## src/rtl/cpu_pkg.sv

```systemverilog
// Shared CPU definitions: datapath geometry, ALU function codes and the
// issue-stage occupancy encoding, plus the operand-read helper.
package cpu_pkg;

  localparam int DW    = 16;
  localparam int RAW   = 3;
  localparam int NREGS = 8;

  localparam logic [2:0] ALU_ADD  = 3'd0;
  localparam logic [2:0] ALU_SUB  = 3'd1;
  localparam logic [2:0] ALU_AND  = 3'd2;
  localparam logic [2:0] ALU_OR   = 3'd3;
  localparam logic [2:0] ALU_SHL  = 3'd4;
  localparam logic [2:0] ALU_SHR  = 3'd5;
  localparam logic [2:0] ALU_LDHI = 3'd6;

  typedef enum logic {
    ST_EMPTY = 1'b0,
    ST_FULL  = 1'b1
  } stage_state_e;

  // r0 is constant zero; otherwise the in-flight result wins over the stale register copy.
  function automatic logic [DW-1:0] read_operand(
    input logic [RAW-1:0] rs,
    input logic           inflight_valid,
    input logic [RAW-1:0] inflight_rd,
    input logic [DW-1:0]  inflight_data,
    input logic [DW-1:0]  rf_data
  );
    logic [DW-1:0] val;
    if (rs == {RAW{1'b0}}) begin
      val = {DW{1'b0}};
    end else if (inflight_valid && (inflight_rd == rs)) begin
      val = inflight_data;
    end else begin
      val = rf_data;
    end
    return val;
  endfunction

endpackage

```

## src/rtl/alu_issue_stage_if.sv

```systemverilog
// Op-in / ALU / result-out bundle of the issue stage. The slave side is the
// stage itself; the master side is the op source, ALU and result consumer.
interface alu_issue_stage_if;
  import cpu_pkg::*;

  logic           in_valid;
  logic           in_ready;
  logic [2:0]     in_f;
  logic [RAW-1:0] in_rd;
  logic [RAW-1:0] in_rs1;
  logic [RAW-1:0] in_rs2;
  logic           in_use_imm;
  logic [DW-1:0]  in_imm;

  logic [DW-1:0]  alu_x;
  logic [DW-1:0]  alu_y;
  logic [2:0]     alu_f;
  logic [DW-1:0]  alu_out;

  logic           res_valid;
  logic           res_ready;
  logic [RAW-1:0] res_rd;
  logic [DW-1:0]  res_data;

  modport master (
    output in_valid, in_f, in_rd, in_rs1, in_rs2, in_use_imm, in_imm,
    output alu_out, res_ready,
    input  in_ready, alu_x, alu_y, alu_f, res_valid, res_rd, res_data
  );

  modport slave (
    input  in_valid, in_f, in_rd, in_rs1, in_rs2, in_use_imm, in_imm,
    input  alu_out, res_ready,
    output in_ready, alu_x, alu_y, alu_f, res_valid, res_rd, res_data
  );

endinterface

```

## src/rtl/regfile_2r1w.sv

```systemverilog
// Register file with two combinational read ports and one clocked write port;
// r0 is never stored and always reads as zero.
module regfile_2r1w
  import cpu_pkg::*;
#(
  parameter int NR = NREGS,
  parameter int W  = DW,
  parameter int AW = RAW
) (
  input  logic          clk,
  input  logic          reset,
  input  logic [AW-1:0] ra1,
  output logic [W-1:0]  rd1,
  input  logic [AW-1:0] ra2,
  output logic [W-1:0]  rd2,
  input  logic          we,
  input  logic [AW-1:0] wa,
  input  logic [W-1:0]  wd
);

  logic [W-1:0] mem_r [NR];

  // Storage update; writes aimed at r0 are discarded
  always_ff @(posedge clk or posedge reset) begin
    if (reset) begin
      for (int i = 0; i < NR; i++) begin
        mem_r[i] <= {W{1'b0}};
      end
    end else if (we && (wa != {AW{1'b0}})) begin
      mem_r[wa] <= wd;
    end
  end

  // Read ports with r0 forced to zero
  always_comb begin
    rd1 = {W{1'b0}};
    rd2 = {W{1'b0}};
    if (ra1 != {AW{1'b0}}) begin
      rd1 = mem_r[ra1];
    end else begin
      rd1 = {W{1'b0}};
    end
    if (ra2 != {AW{1'b0}}) begin
      rd2 = mem_r[ra2];
    end else begin
      rd2 = {W{1'b0}};
    end
  end

endmodule

```

## src/rtl/alu_issue_stage.sv

```systemverilog
// Operand/issue stage in front of the 16-bit ALU: reads and forwards operands,
// holds one op in flight and writes its result back when the consumer takes it.
module alu_issue_stage
  import cpu_pkg::*;
(
  input logic              clk,
  input logic              reset,
  alu_issue_stage_if.slave bus
);

  stage_state_e   state_r;
  stage_state_e   state_next_s;
  logic           s1_valid_s;
  logic           accept_s;
  logic           fire_s;
  logic [DW-1:0]  rf_rd1_s;
  logic [DW-1:0]  rf_rd2_s;
  logic [DW-1:0]  op_x_s;
  logic [DW-1:0]  op_y_s;
  logic [DW-1:0]  alu_x_r;
  logic [DW-1:0]  alu_y_r;
  logic [2:0]     alu_f_r;
  logic [RAW-1:0] res_rd_r;

  assign s1_valid_s   = (state_r == ST_FULL);
  assign bus.in_ready = !s1_valid_s || bus.res_ready;
  assign accept_s     = bus.in_valid && bus.in_ready;
  assign fire_s       = s1_valid_s && bus.res_ready;

  regfile_2r1w #(.NR(NREGS), .W(DW), .AW(RAW)) u_rf (
    .clk   (clk),
    .reset (reset),
    .ra1   (bus.in_rs1),
    .rd1   (rf_rd1_s),
    .ra2   (bus.in_rs2),
    .rd2   (rf_rd2_s),
    .we    (fire_s),
    .wa    (res_rd_r),
    .wd    (bus.alu_out)
  );

  // Operand selection; the immediate path never looks at rs2 for forwarding
  always_comb begin
    op_x_s = read_operand(bus.in_rs1, s1_valid_s, res_rd_r, bus.alu_out, rf_rd1_s);
    op_y_s = {DW{1'b0}};
    if (bus.in_use_imm) begin
      op_y_s = bus.in_imm;
    end else begin
      op_y_s = read_operand(bus.in_rs2, s1_valid_s, res_rd_r, bus.alu_out, rf_rd2_s);
    end
  end

  // Occupancy state register
  always_ff @(posedge clk or posedge reset) begin
    if (reset) begin
      state_r <= ST_EMPTY;
    end else begin
      state_r <= state_next_s;
    end
  end

  // Occupancy next state: an accept always refills, a lone fire drains
  always_comb begin
    state_next_s = state_r;
    case (state_r)
      ST_EMPTY: begin
        if (accept_s) begin
          state_next_s = ST_FULL;
        end else begin
          state_next_s = ST_EMPTY;
        end
      end
      ST_FULL: begin
        if (accept_s) begin
          state_next_s = ST_FULL;
        end else if (fire_s) begin
          state_next_s = ST_EMPTY;
        end else begin
          state_next_s = ST_FULL;
        end
      end
      default: begin
        state_next_s = ST_EMPTY;
      end
    endcase
  end

  // Stage-1 register loads only on accept, so a stall freezes it
  always_ff @(posedge clk or posedge reset) begin
    if (reset) begin
      alu_x_r  <= {DW{1'b0}};
      alu_y_r  <= {DW{1'b0}};
      alu_f_r  <= 3'd0;
      res_rd_r <= {RAW{1'b0}};
    end else if (accept_s) begin
      alu_x_r  <= op_x_s;
      alu_y_r  <= op_y_s;
      alu_f_r  <= bus.in_f;
      res_rd_r <= bus.in_rd;
    end
  end

  assign bus.alu_x     = alu_x_r;
  assign bus.alu_y     = alu_y_r;
  assign bus.alu_f     = alu_f_r;
  assign bus.res_valid = s1_valid_s;
  assign bus.res_rd    = res_rd_r;
  assign bus.res_data  = bus.alu_out;

endmodule

```

## src/flat_wrapper.sv

```systemverilog
// flat-port wrapper written by rule: the top's interface ports become plain ports
module alu_issue_stage_flat import cpu_pkg::*;
  (clk, reset, bus_in_valid, bus_in_f, bus_in_rd, bus_in_rs1, bus_in_rs2, bus_in_use_imm, bus_in_imm, bus_alu_out, bus_res_ready, bus_in_ready, bus_alu_x, bus_alu_y, bus_alu_f, bus_res_valid, bus_res_rd, bus_res_data);
  alu_issue_stage_if bus_i ();
  input logic clk;
  input logic reset;
  input wire logic [$bits(bus_i.in_valid)-1:0] bus_in_valid;
  input wire logic [$bits(bus_i.in_f)-1:0] bus_in_f;
  input wire logic [$bits(bus_i.in_rd)-1:0] bus_in_rd;
  input wire logic [$bits(bus_i.in_rs1)-1:0] bus_in_rs1;
  input wire logic [$bits(bus_i.in_rs2)-1:0] bus_in_rs2;
  input wire logic [$bits(bus_i.in_use_imm)-1:0] bus_in_use_imm;
  input wire logic [$bits(bus_i.in_imm)-1:0] bus_in_imm;
  input wire logic [$bits(bus_i.alu_out)-1:0] bus_alu_out;
  input wire logic [$bits(bus_i.res_ready)-1:0] bus_res_ready;
  output wire logic [$bits(bus_i.in_ready)-1:0] bus_in_ready;
  output wire logic [$bits(bus_i.alu_x)-1:0] bus_alu_x;
  output wire logic [$bits(bus_i.alu_y)-1:0] bus_alu_y;
  output wire logic [$bits(bus_i.alu_f)-1:0] bus_alu_f;
  output wire logic [$bits(bus_i.res_valid)-1:0] bus_res_valid;
  output wire logic [$bits(bus_i.res_rd)-1:0] bus_res_rd;
  output wire logic [$bits(bus_i.res_data)-1:0] bus_res_data;
  assign bus_i.in_valid = bus_in_valid;
  assign bus_i.in_f = bus_in_f;
  assign bus_i.in_rd = bus_in_rd;
  assign bus_i.in_rs1 = bus_in_rs1;
  assign bus_i.in_rs2 = bus_in_rs2;
  assign bus_i.in_use_imm = bus_in_use_imm;
  assign bus_i.in_imm = bus_in_imm;
  assign bus_i.alu_out = bus_alu_out;
  assign bus_i.res_ready = bus_res_ready;
  assign bus_in_ready = bus_i.in_ready;
  assign bus_alu_x = bus_i.alu_x;
  assign bus_alu_y = bus_i.alu_y;
  assign bus_alu_f = bus_i.alu_f;
  assign bus_res_valid = bus_i.res_valid;
  assign bus_res_rd = bus_i.res_rd;
  assign bus_res_data = bus_i.res_data;
  alu_issue_stage u_core (.clk(clk), .reset(reset), .bus(bus_i));
endmodule
```

## config.mk

```make
export PLATFORM = sky130hd
export DESIGN_NAME = alu_issue_stage_flat
export DESIGN_NICKNAME = d
export VERILOG_FILES = /design/src/rtl/cpu_pkg.sv /design/src/rtl/alu_issue_stage_if.sv /design/src/rtl/regfile_2r1w.sv /design/src/rtl/alu_issue_stage.sv /design/src/flat_wrapper.sv
export SDC_FILE = /design/constraint.sdc
export NUM_CORES = 1
export LEC_CHECK = 0
export ABC_AREA = 1
export CORE_ASPECT_RATIO = 0.5
export CORE_MARGIN = 2
export CORE_UTILIZATION = 30
export DETAILED_ROUTE_END_ITERATION = 16
export SKIP_LAST_GASP = 1
export SLEW_MARGIN = 30
export SYNTH_ARGS = -nofsm -noshare
export SYNTH_HDL_FRONTEND = slang
export SYNTH_SLANG_ARGS = --single-unit
export TNS_END_PERCENT = 50
```

## constraint.sdc

```tcl
create_clock -name clk -period 10 [get_ports clk]
set_input_delay 1.5 -clock clk [delete_from_list [all_inputs] [get_ports clk]]
set_output_delay 1.5 -clock clk [all_outputs]
set_load 0.03 [all_outputs]
```

==> results by stage, run 1 <==
Global route:
- The global-route wire length before repair is 49400 um.
- The number of antenna violations at the first check in global routing is 0.
- The pin count of the biggest net entering global routing is between 90 and 100.
- The all-layer global routing usage is between 20% and 30%.
- The number of global-route vias before repair is a little over 8000.
- Summed over all layers, the global routing overflow is 0.

STA:
- In this run the tightest slew margin relative to its limit is roughly 34%.
- Hold timing on the final database bottoms out at a slack of 0.378 ns.
- The clock period minus final worst setup slack is ~4.5 ns.
- The post-route clock skew is approximately 0.016 ns.
- The max-slew violation count came to 0.
- After layout, the worst setup slack is ~5.5 ns.
- The number of hold violations in the final report is 0.
- Static timing analysis puts the maximum clock frequency at 224 MHz.
- The final critical path takes up between 40 and 50% of the cycle.
- The summed negative setup slack over all endpoints is 0 ns.
- The worst-margin pin slew is between 0.9 and 1 ns.
- Setup repair after global routing left no endpoint under its margin.
- Setup violations remaining at the end of the flow were counted as 0.

Floorplan:
- In this run the vertical extent of the chip is roughly 130 um.
- Row generation in the floorplan step produced between 40 and 50 rows.
- The number of ports placed on the die boundary is roughly 110.
- The initial utilization of the core area, before any placement, comes to between 30 and 40%.
- The floorplan step defined a die boundary enclosing roughly 32000 um^2.
- The die is about 250 um wide.
- The core region is roughly 30000 um^2.

Route:
- The detailed-routing iteration count for the pre-antenna-repair pass is 8.
- The final routed wirelength across all metal layers is around 32000 um.
- The number of vias after detailed routing is slightly below 9000.
- The count of unresolved DRC violations after routing is 0.
- The detail-routed net length per standard cell is approximately 19 um.
- The detail route stage leaves a number of antenna-violating nets equal to 0.
- The first-iteration detailed-routing DRC count is ~1200.
- Using the TritonRoute via totals, the vias-per-cell ratio works out to a little over 5.

CTS:
- The post-CTS resize count is 0.
- The maximum buffer depth of the clock tree is 2.
- The H-tree generated during clock tree synthesis spans 4 levels.
- The number of clock buffers added by TritonCTS is 17.
- The clock transition at the register clock pins on the worst setup and hold paths after CTS is 0.08 ns.
- The cts-stage hold buffer count is 0.
- The clock drives 167 sinks.
- The TritonCTS clock tree is done.
- The setup fix buffers added after clock tree synthesis is 0.
- The buffer cell driving the clock tree root is sky130_fd_sc_hd__clkbuf_16.
- The clock latency at the later pin of the worst-skew pair is approximately 0.45 ns.

Critical path:
- For this design, the slowest cell found on the critical path is sky130_fd_sc_hd__buf_4.
- The required time of the critical path is roughly 10 ns.
- STA classifies the critical path startpoint as a primary input.
- In this design, the stage delay of the slowest critical-path cell is 0.64 ns.
- The worst setup path is of the primary input to register kind.
- Traced cell by cell, the critical path runs through buf_2 > buf_4 > inv_2 > buf_4 > nand2_1 > nand2_1 > nor2_4 > nand2_4 > nand3_1 > nand2_1 > a21oi_1.
- Of all nets on the critical path, the largest fanout is 65.
- The dominant cell type by count on the critical path is sky130_fd_sc_hd__nand2_1.
- STA classifies the critical path endpoint as a register.
- STA puts the critical path data arrival time at slightly below 5 ns.

Logic synthesis:
- The number of nets handed over by synthesis was ~1300.
- The cell count after synthesis came out at roughly 1300.
- The number of different library cells in the post-synthesis netlist is 22.
- For this run, the number of Yosys warnings is 0.
- After synthesis the cells add up to just over 9000 um^2.
- In this run, synthesis produced a sequential element count of ~170.
- The proportion of synthesized chip area in sequential cells is 45.7%.
- The average instance in the mapped netlist occupies around 7.2 um^2.

Place:
- The half-perimeter wire length after placement is about 19000 um.
- Port buffering added about 100 buffers.
- The congestion estimate from routability-driven global placement came to about 0.84.
- The instance area after placement is about 10000 um^2.
- The setup slack after placement is around 5.3 ns.

Final layout:
- Of the cells placed in the final design, the portion with a size suffix greater than 1 is under 10%.
- The post-route cell area is 10900 um^2.
- The net count reported at finish is roughly 1300.
- Compared with the post-synthesis result, the final layout area differs by 18.8%.
- 0 antenna diodes ended up in the layout.
- The number of inserted filler cells in the final layout is between 3000 and 4000.

Run status:
- The flow ran to the end, and the final reports show no timing, DRC or antenna violations.

Power:
- Summed over all cells, the static leakage comes to 5.11 nW.
- The power per cell area is approximately 220 nW/um^2.
- The largest vdd supply drop is 0.138 mV.

Flow run:
- The tool flagged a number of max-cap violations equal to 0.

Hold path:
- The min-delay analysis places its worst path in the category register to register.
per-layer routing:
layer  vias to the layer above  track usage, %  part of all wire (%)
li1                       4149               -                     -
met1                      4122            29.8                    47
met2                       415            30.4                    44
met3                        53            3.36                   7.9
met4                         0            5.36                   1.6
met5                         -               0                     0
power by group:
part           switching, mW  internal [mW]
sequential             0.175          0.886
combinational          0.419          0.268
clock                  0.301          0.360
cells by family after synthesis:
group	after synthesis	synth area share, %
buf+inv	197	9.34
simple gates	719	34.4
flops	167	45.7
compound gates	187	10.5
cell usage in the layout (no fill, tap or decap), types with 2 or more instances in the layout:
master	Yosys	routed
sky130_fd_sc_hd__a21oi_1	50	50
sky130_fd_sc_hd__a31oi_4	0	2
sky130_fd_sc_hd__buf_2	21	2
sky130_fd_sc_hd__buf_4	19	15
sky130_fd_sc_hd__clkbuf_16	0	17
sky130_fd_sc_hd__clkbuf_8	0	2
sky130_fd_sc_hd__clkdlybuf4s50_1	0	102
sky130_fd_sc_hd__clkinv_2	2	3
sky130_fd_sc_hd__clkinv_4	0	2
sky130_fd_sc_hd__clkinvlp_4	0	4
sky130_fd_sc_hd__dfrtp_1	167	167
sky130_fd_sc_hd__inv_1	73	71
sky130_fd_sc_hd__inv_2	6	7
sky130_fd_sc_hd__inv_6	0	4
sky130_fd_sc_hd__nand2_1	439	439
sky130_fd_sc_hd__nand2_4	2	2
sky130_fd_sc_hd__nand3_1	234	231
sky130_fd_sc_hd__nand3_2	18	21
sky130_fd_sc_hd__nor2_1	22	22
sky130_fd_sc_hd__nor2_4	2	2
sky130_fd_sc_hd__o21ai_0	133	133
registers in the layout (all words and copies together) (netlist names):
signal	flops
u_core.bus.alu_y	16
u_core.u_rf.mem_r	128
u_core.bus.alu_f	3
u_core.bus.res_rd	3
u_core.bus.alu_x	16
u_core.bus.res_valid	1
cells in the mapped netlist:
cell type / count / area share (%)
sky130_fd_sc_hd__nand2_1: 439 / 18
sky130_fd_sc_hd__nand3_1: 234 / 13
sky130_fd_sc_hd__dfrtp_1: 167 / 46
sky130_fd_sc_hd__o21ai_0: 133 / 7.3
sky130_fd_sc_hd__inv_1: 73 / 3.0
sky130_fd_sc_hd__clkbuf_1: 71 / 2.9
sky130_fd_sc_hd__a21oi_1: 50 / 2.7
sky130_fd_sc_hd__nor2_1: 22 / 0.90
sky130_fd_sc_hd__buf_2: 21 / 1.1
sky130_fd_sc_hd__buf_4: 19 / 1.6
sky130_fd_sc_hd__nand3_2: 18 / 2.0
sky130_fd_sc_hd__inv_2: 6 / 0.25
sky130_fd_sc_hd__buf_1: 3 / 0.12
sky130_fd_sc_hd__a31oi_2: 2 / 0.27
sky130_fd_sc_hd__buf_6: 2 / 0.25
sky130_fd_sc_hd__clkinv_2: 2 / 0.11
sky130_fd_sc_hd__nand2_4: 2 / 0.25
sky130_fd_sc_hd__nor2_4: 2 / 0.25
sky130_fd_sc_hd__a21oi_4: 1 / 0.18
sky130_fd_sc_hd__nand2_2: 1 / 0.068
sky130_fd_sc_hd__nor3_4: 1 / 0.18
sky130_fd_sc_hd__o21ai_1: 1 / 0.055
through the flow:
| step | cells | util, % | power (mW) |
|---|---|---|---|
| global placement | 1673 | 34.0 | 1.74 |
| CTS | 1705 | 36.0 | 2.41 |
| detailed placement | 1673 | 34.1 | 1.75 |
| finish | 1705 | 36.0 | 2.41 |
| global route | 1705 | 36.0 | 2.56 |
| floorplan | 1270 | - | 1.51 |
worst paths after layout:
check / from / to / slack (ns) / depth (start not counted)
worst max-delay path: bus_in_rs2[0] / u_core.bus.alu_y[1] / 5.53 / 11
worst min-delay path: u_core.u_rf.mem_r[126] / u_core.u_rf.mem_r[126] / 0.38 / 0
worst max register to register: u_core.bus.res_valid / u_core.u_rf.mem_r[79] / 7.64 / 4
worst min register to register: u_core.u_rf.mem_r[126] / u_core.u_rf.mem_r[126] / 0.38 / 0
max in group asynchronous: reset / u_core.bus.alu_y[11] / 7.24 / 3
min in group asynchronous: reset / u_core.u_rf.mem_r[83] / 1.57 / 2
cell type report:
type	count	area [um^2]	share of cell area (%)
Tap cell	399	499	4.59
Sequential cell	167	4180	38.5
Clock buffer	20	457	4.20
Inverter	81	314	2.89
Clock inverter	12	118	1.08
Multi-Input combinational cell	906	4140	38.1
Timing Repair Buffer	120	1150	10.6
critical path, delay by kind of cell:
kind | cells | cell delay (ns)
AOI/OAI and AO/OA | 1 | 0.15
buffers and inverters | 4 | 1.68
and+or+nand+nor | 6 | 1.45
No activity file was read; power rests on OpenSTA's default activity.
==> run 2: changes to the inputs <==
Clock period 10 ns to 4.2 ns, I/O delays scaled along.
==> run 2 against run 1 <==
Against the previous run:
- global-route usage barely moved
- sequential share of layout area fell by 0.33 points
- sequential power rose by 140%
- critical path depth fell by 2
- worst setup slack got worse by 4.0 ns
- cell count rose by 0.53%
- clock-buffer cell count rose by 2
- worst hold slack got worse by 0.00084 ns
- non-clock buffer count rose by 10
- largest cell class unchanged
==> results by stage, run 2 (same netlist as run 1, synthesis figures left out) <==
Run status:
- The flow ran to the end, and the final reports show no timing, DRC or antenna violations.

Final layout:
- The area growth from synthesis to final layout is 19.8%.
- The net count reported at finish is 1352 (+0.75%).
- The non-filler instance count after layout is 1714 (+0.53%).
- The footprint of the flip-flops and latches is 4180 um^2 (unchanged).
- Leaving out fill and tap cells, the most frequent cell in the layout is sky130_fd_sc_hd__nand2_1.
- The number of antenna cells inserted is 0 (unchanged).
- The final core utilization is 36.3% (+0.31 points).
- The flip-flop count of the largest register after layout is 128 (unchanged).
- The number of inserted filler cells in the final layout is 3183 (-0.31%).
- The area taken by multi-input logic gates is 4110 um^2 (-0.78%).
- The register with the most flip-flops is u_core.u_rf.mem_r.
- The post-route cell area is 11000 um^2 (+0.86%).
- The share of layout cells above drive strength 1 is 7.22% (+0.41 points).
- The library cells used most frequently in the layout, excluding fill and tap cells, are sky130_fd_sc_hd__nand2_1 (439), sky130_fd_sc_hd__nand3_1 (234), sky130_fd_sc_hd__dfrtp_1 (167).

STA:
- Subtracting the final worst setup slack from the clock period gives 2.64 ns.
- The final clock period utilization by the worst path is 62.9%.
- The worst-margin pin slew is 0.930 ns (-0.0622 ns).
- The worst slew margin relative to its limit is 37.8% (+4.2 points).
- Timing would allow up to 379 MHz.
- The hold slack was 0.377 ns (-0.000836 ns).
- The number of hold violations in the final report is 0 (unchanged).
- Setup repair after global routing left no endpoint under its margin.
- The final worst-path setup slack is 1.56 ns (-3.97 ns).
- The final-report setup violation count came to 0 (unchanged).
- The post-route clock skew came to 0.00939 ns (-0.00649 ns).
- The max-slew violation count is 0 (unchanged).
- The summed negative setup slack over all endpoints is 0 ns (unchanged).

Place:
- The half-perimeter wire length after placement is 19500 um (+2.4%).
- The cell count after placement is 1682 (+0.54%).
- The instance area after placement was 10300 um^2 (+0.50%).
- The weighted congestion reported at the end of routability-driven placement is 0.825 (-1.9%).
- The setup slack after placement is 1.18 ns (-4.08 ns).
- The count of input and output buffers came to 104 (unchanged).

Route:
- The post-detailed-route count of antenna-violating nets came to 0 (unchanged).
- The final routed wirelength across all metal layers is 31500 um (-1.0%).
- The ratio of routed vias to standard cells is 5.13 (about the same).
- The number of vias after detailed routing is 8792 (+0.61%).
- The detailed-routing iteration count for the pre-antenna-repair pass came to 5 (-3).
- The count of unresolved DRC violations after routing is 0 (unchanged).
- The first-iteration detailed-routing DRC count is 1089 (-6.8%).
- The detail-routed net length per standard cell came to 18.4 um (-1.5%).

Power:
- The power per cell area is 528 nW/um^2 (+140%).
- The leakage power is 5.18 nW (+1.3%).
- The total power was 5.79 mW (+140%).
- The largest vdd supply drop is 0.315 mV (+130%).

CTS:
- The cts-stage hold buffer count is 0 (unchanged).
- The clock buffer count from CTS is 17 (unchanged).
- The setup fix buffers added after clock tree synthesis is 0 (unchanged).
- The clock latency at the later pin of the worst-skew pair came to 0.44 ns (about the same).
- The number of sinks on the clock net is 167 (unchanged).
- The maximum buffer depth of the clock tree is 2 (unchanged).
- The post-CTS resize count is 0 (unchanged).
- The clock transition at the register clock pins on the worst setup and hold paths after CTS is 0.06 ns (-0.02 ns).
- The TritonCTS clock tree is done.
- The tree is rooted in a sky130_fd_sc_hd__clkbuf_16.
- The number of H-tree branching levels is 4 (unchanged).

Global route:
- The number of antenna violations at the first check in global routing is 0 (unchanged).
- The pin count of the biggest net entering global routing is 168 (+81%).
- The number of global-route vias before repair is 8245 (+2.5%).
- The global-route wire length before repair is 49700 um (+0.53%).
- The all-layer global routing usage is 20.1% (about the same).
- The final global-route overflow total is 0 (unchanged).

Critical path:
- STA classifies the critical path startpoint as a primary input.
- The capturing element type of the critical path is a register.
- The arrival time of the worst setup path was 3.00 ns (-1.84 ns).
- The largest fanout on the critical path came to 17 (-74%).
- The required time of the critical path is 4.56 ns (-5.82 ns).
- The setup path with the least slack is of type primary input to register.

Floorplan:
- The area inside the core boundary is 30200 um^2 (unchanged).
- The floorplan row count is 45 (unchanged).
- The width of the chip was 251 um (unchanged).
- The die extent in y is 127 um (unchanged).
- The number of ports placed on the die boundary is 105 (unchanged).
- The starting utilization of the core area came to 30.3% (unchanged).
- The full die area was 32000 um^2 (unchanged).

Flow run:
- The max-cap check violation count was 0 (unchanged).

Hold path:
- The path class of the tightest hold or removal check is register to register.
-- run 2: cell types whose count changed in the layout (fill, tap and decap cells not counted), moves of 2 or more --
cell and change:
sky130_fd_sc_hd__buf_4 +9, sky130_fd_sc_hd__inv_6 -3, sky130_fd_sc_hd__nand3_1 +3, sky130_fd_sc_hd__nand3_2 -3
sky130_fd_sc_hd__a31oi_2 +2, sky130_fd_sc_hd__a31oi_4 -2, sky130_fd_sc_hd__clkbuf_8 +2
-- run 2: layer usage --
metal  track usage, %  up-vias  routed length [um]
met5                0        -                   0
met1             29.6     4189               14700
met4             6.55        0                 712
met2             29.5      397               13500
li1                 -     4157                   -
met3             4.14       49                2630
-- run 2: final cells by class --
class	count	area share [%]
well taps	399	4.56
clock inverters	9	1.06
inverters	81	2.83
clock buffers	22	4.42
repair buffers	130	11.5
flip-flops and latches	167	38.1
multi-input cells	906	37.5
-- run 2: final timing paths --
path | startpoint | to | slack, ns | depth (start not counted)
max | bus_in_rs2[1] | u_core.bus.alu_y[3] | 1.56 | 9
min | u_core.u_rf.mem_r[125] | u_core.u_rf.mem_r[125] | 0.38 | 0
max reg2reg | u_core.bus.res_rd[2] | u_core.bus.alu_y[3] | 1.90 | 8
min reg2reg | u_core.u_rf.mem_r[125] | u_core.u_rf.mem_r[125] | 0.38 | 0
max in group asynchronous | reset | u_core.u_rf.mem_r[22] | 2.72 | 4
min in group asynchronous | reset | u_core.u_rf.mem_r[93] | 0.61 | 3
-- run 2: report_power, final --
group	leakage (nW)	switching, mW	total [mW]	internal, mW
registers	2.11	0.413	2.52	2.11
logic	2.78	0.991	1.64	0.648
clock network	0.287	0.685	1.63	0.942
total	5.18	2.09	5.79	3.70
-- run 2: critical path, cell delays in order --
cell and delay (ns):
sky130_fd_sc_hd__clkdlybuf4s50_1 0.63, sky130_fd_sc_hd__inv_2 0.23, sky130_fd_sc_hd__nand2_1 0.11, sky130_fd_sc_hd__nand2_1 0.08, sky130_fd_sc_hd__nor2_4 0.43, sky130_fd_sc_hd__nand2_4 0.34, sky130_fd_sc_hd__nand3_2 0.21, sky130_fd_sc_hd__nand2_1 0.14
sky130_fd_sc_hd__a21oi_1 0.16
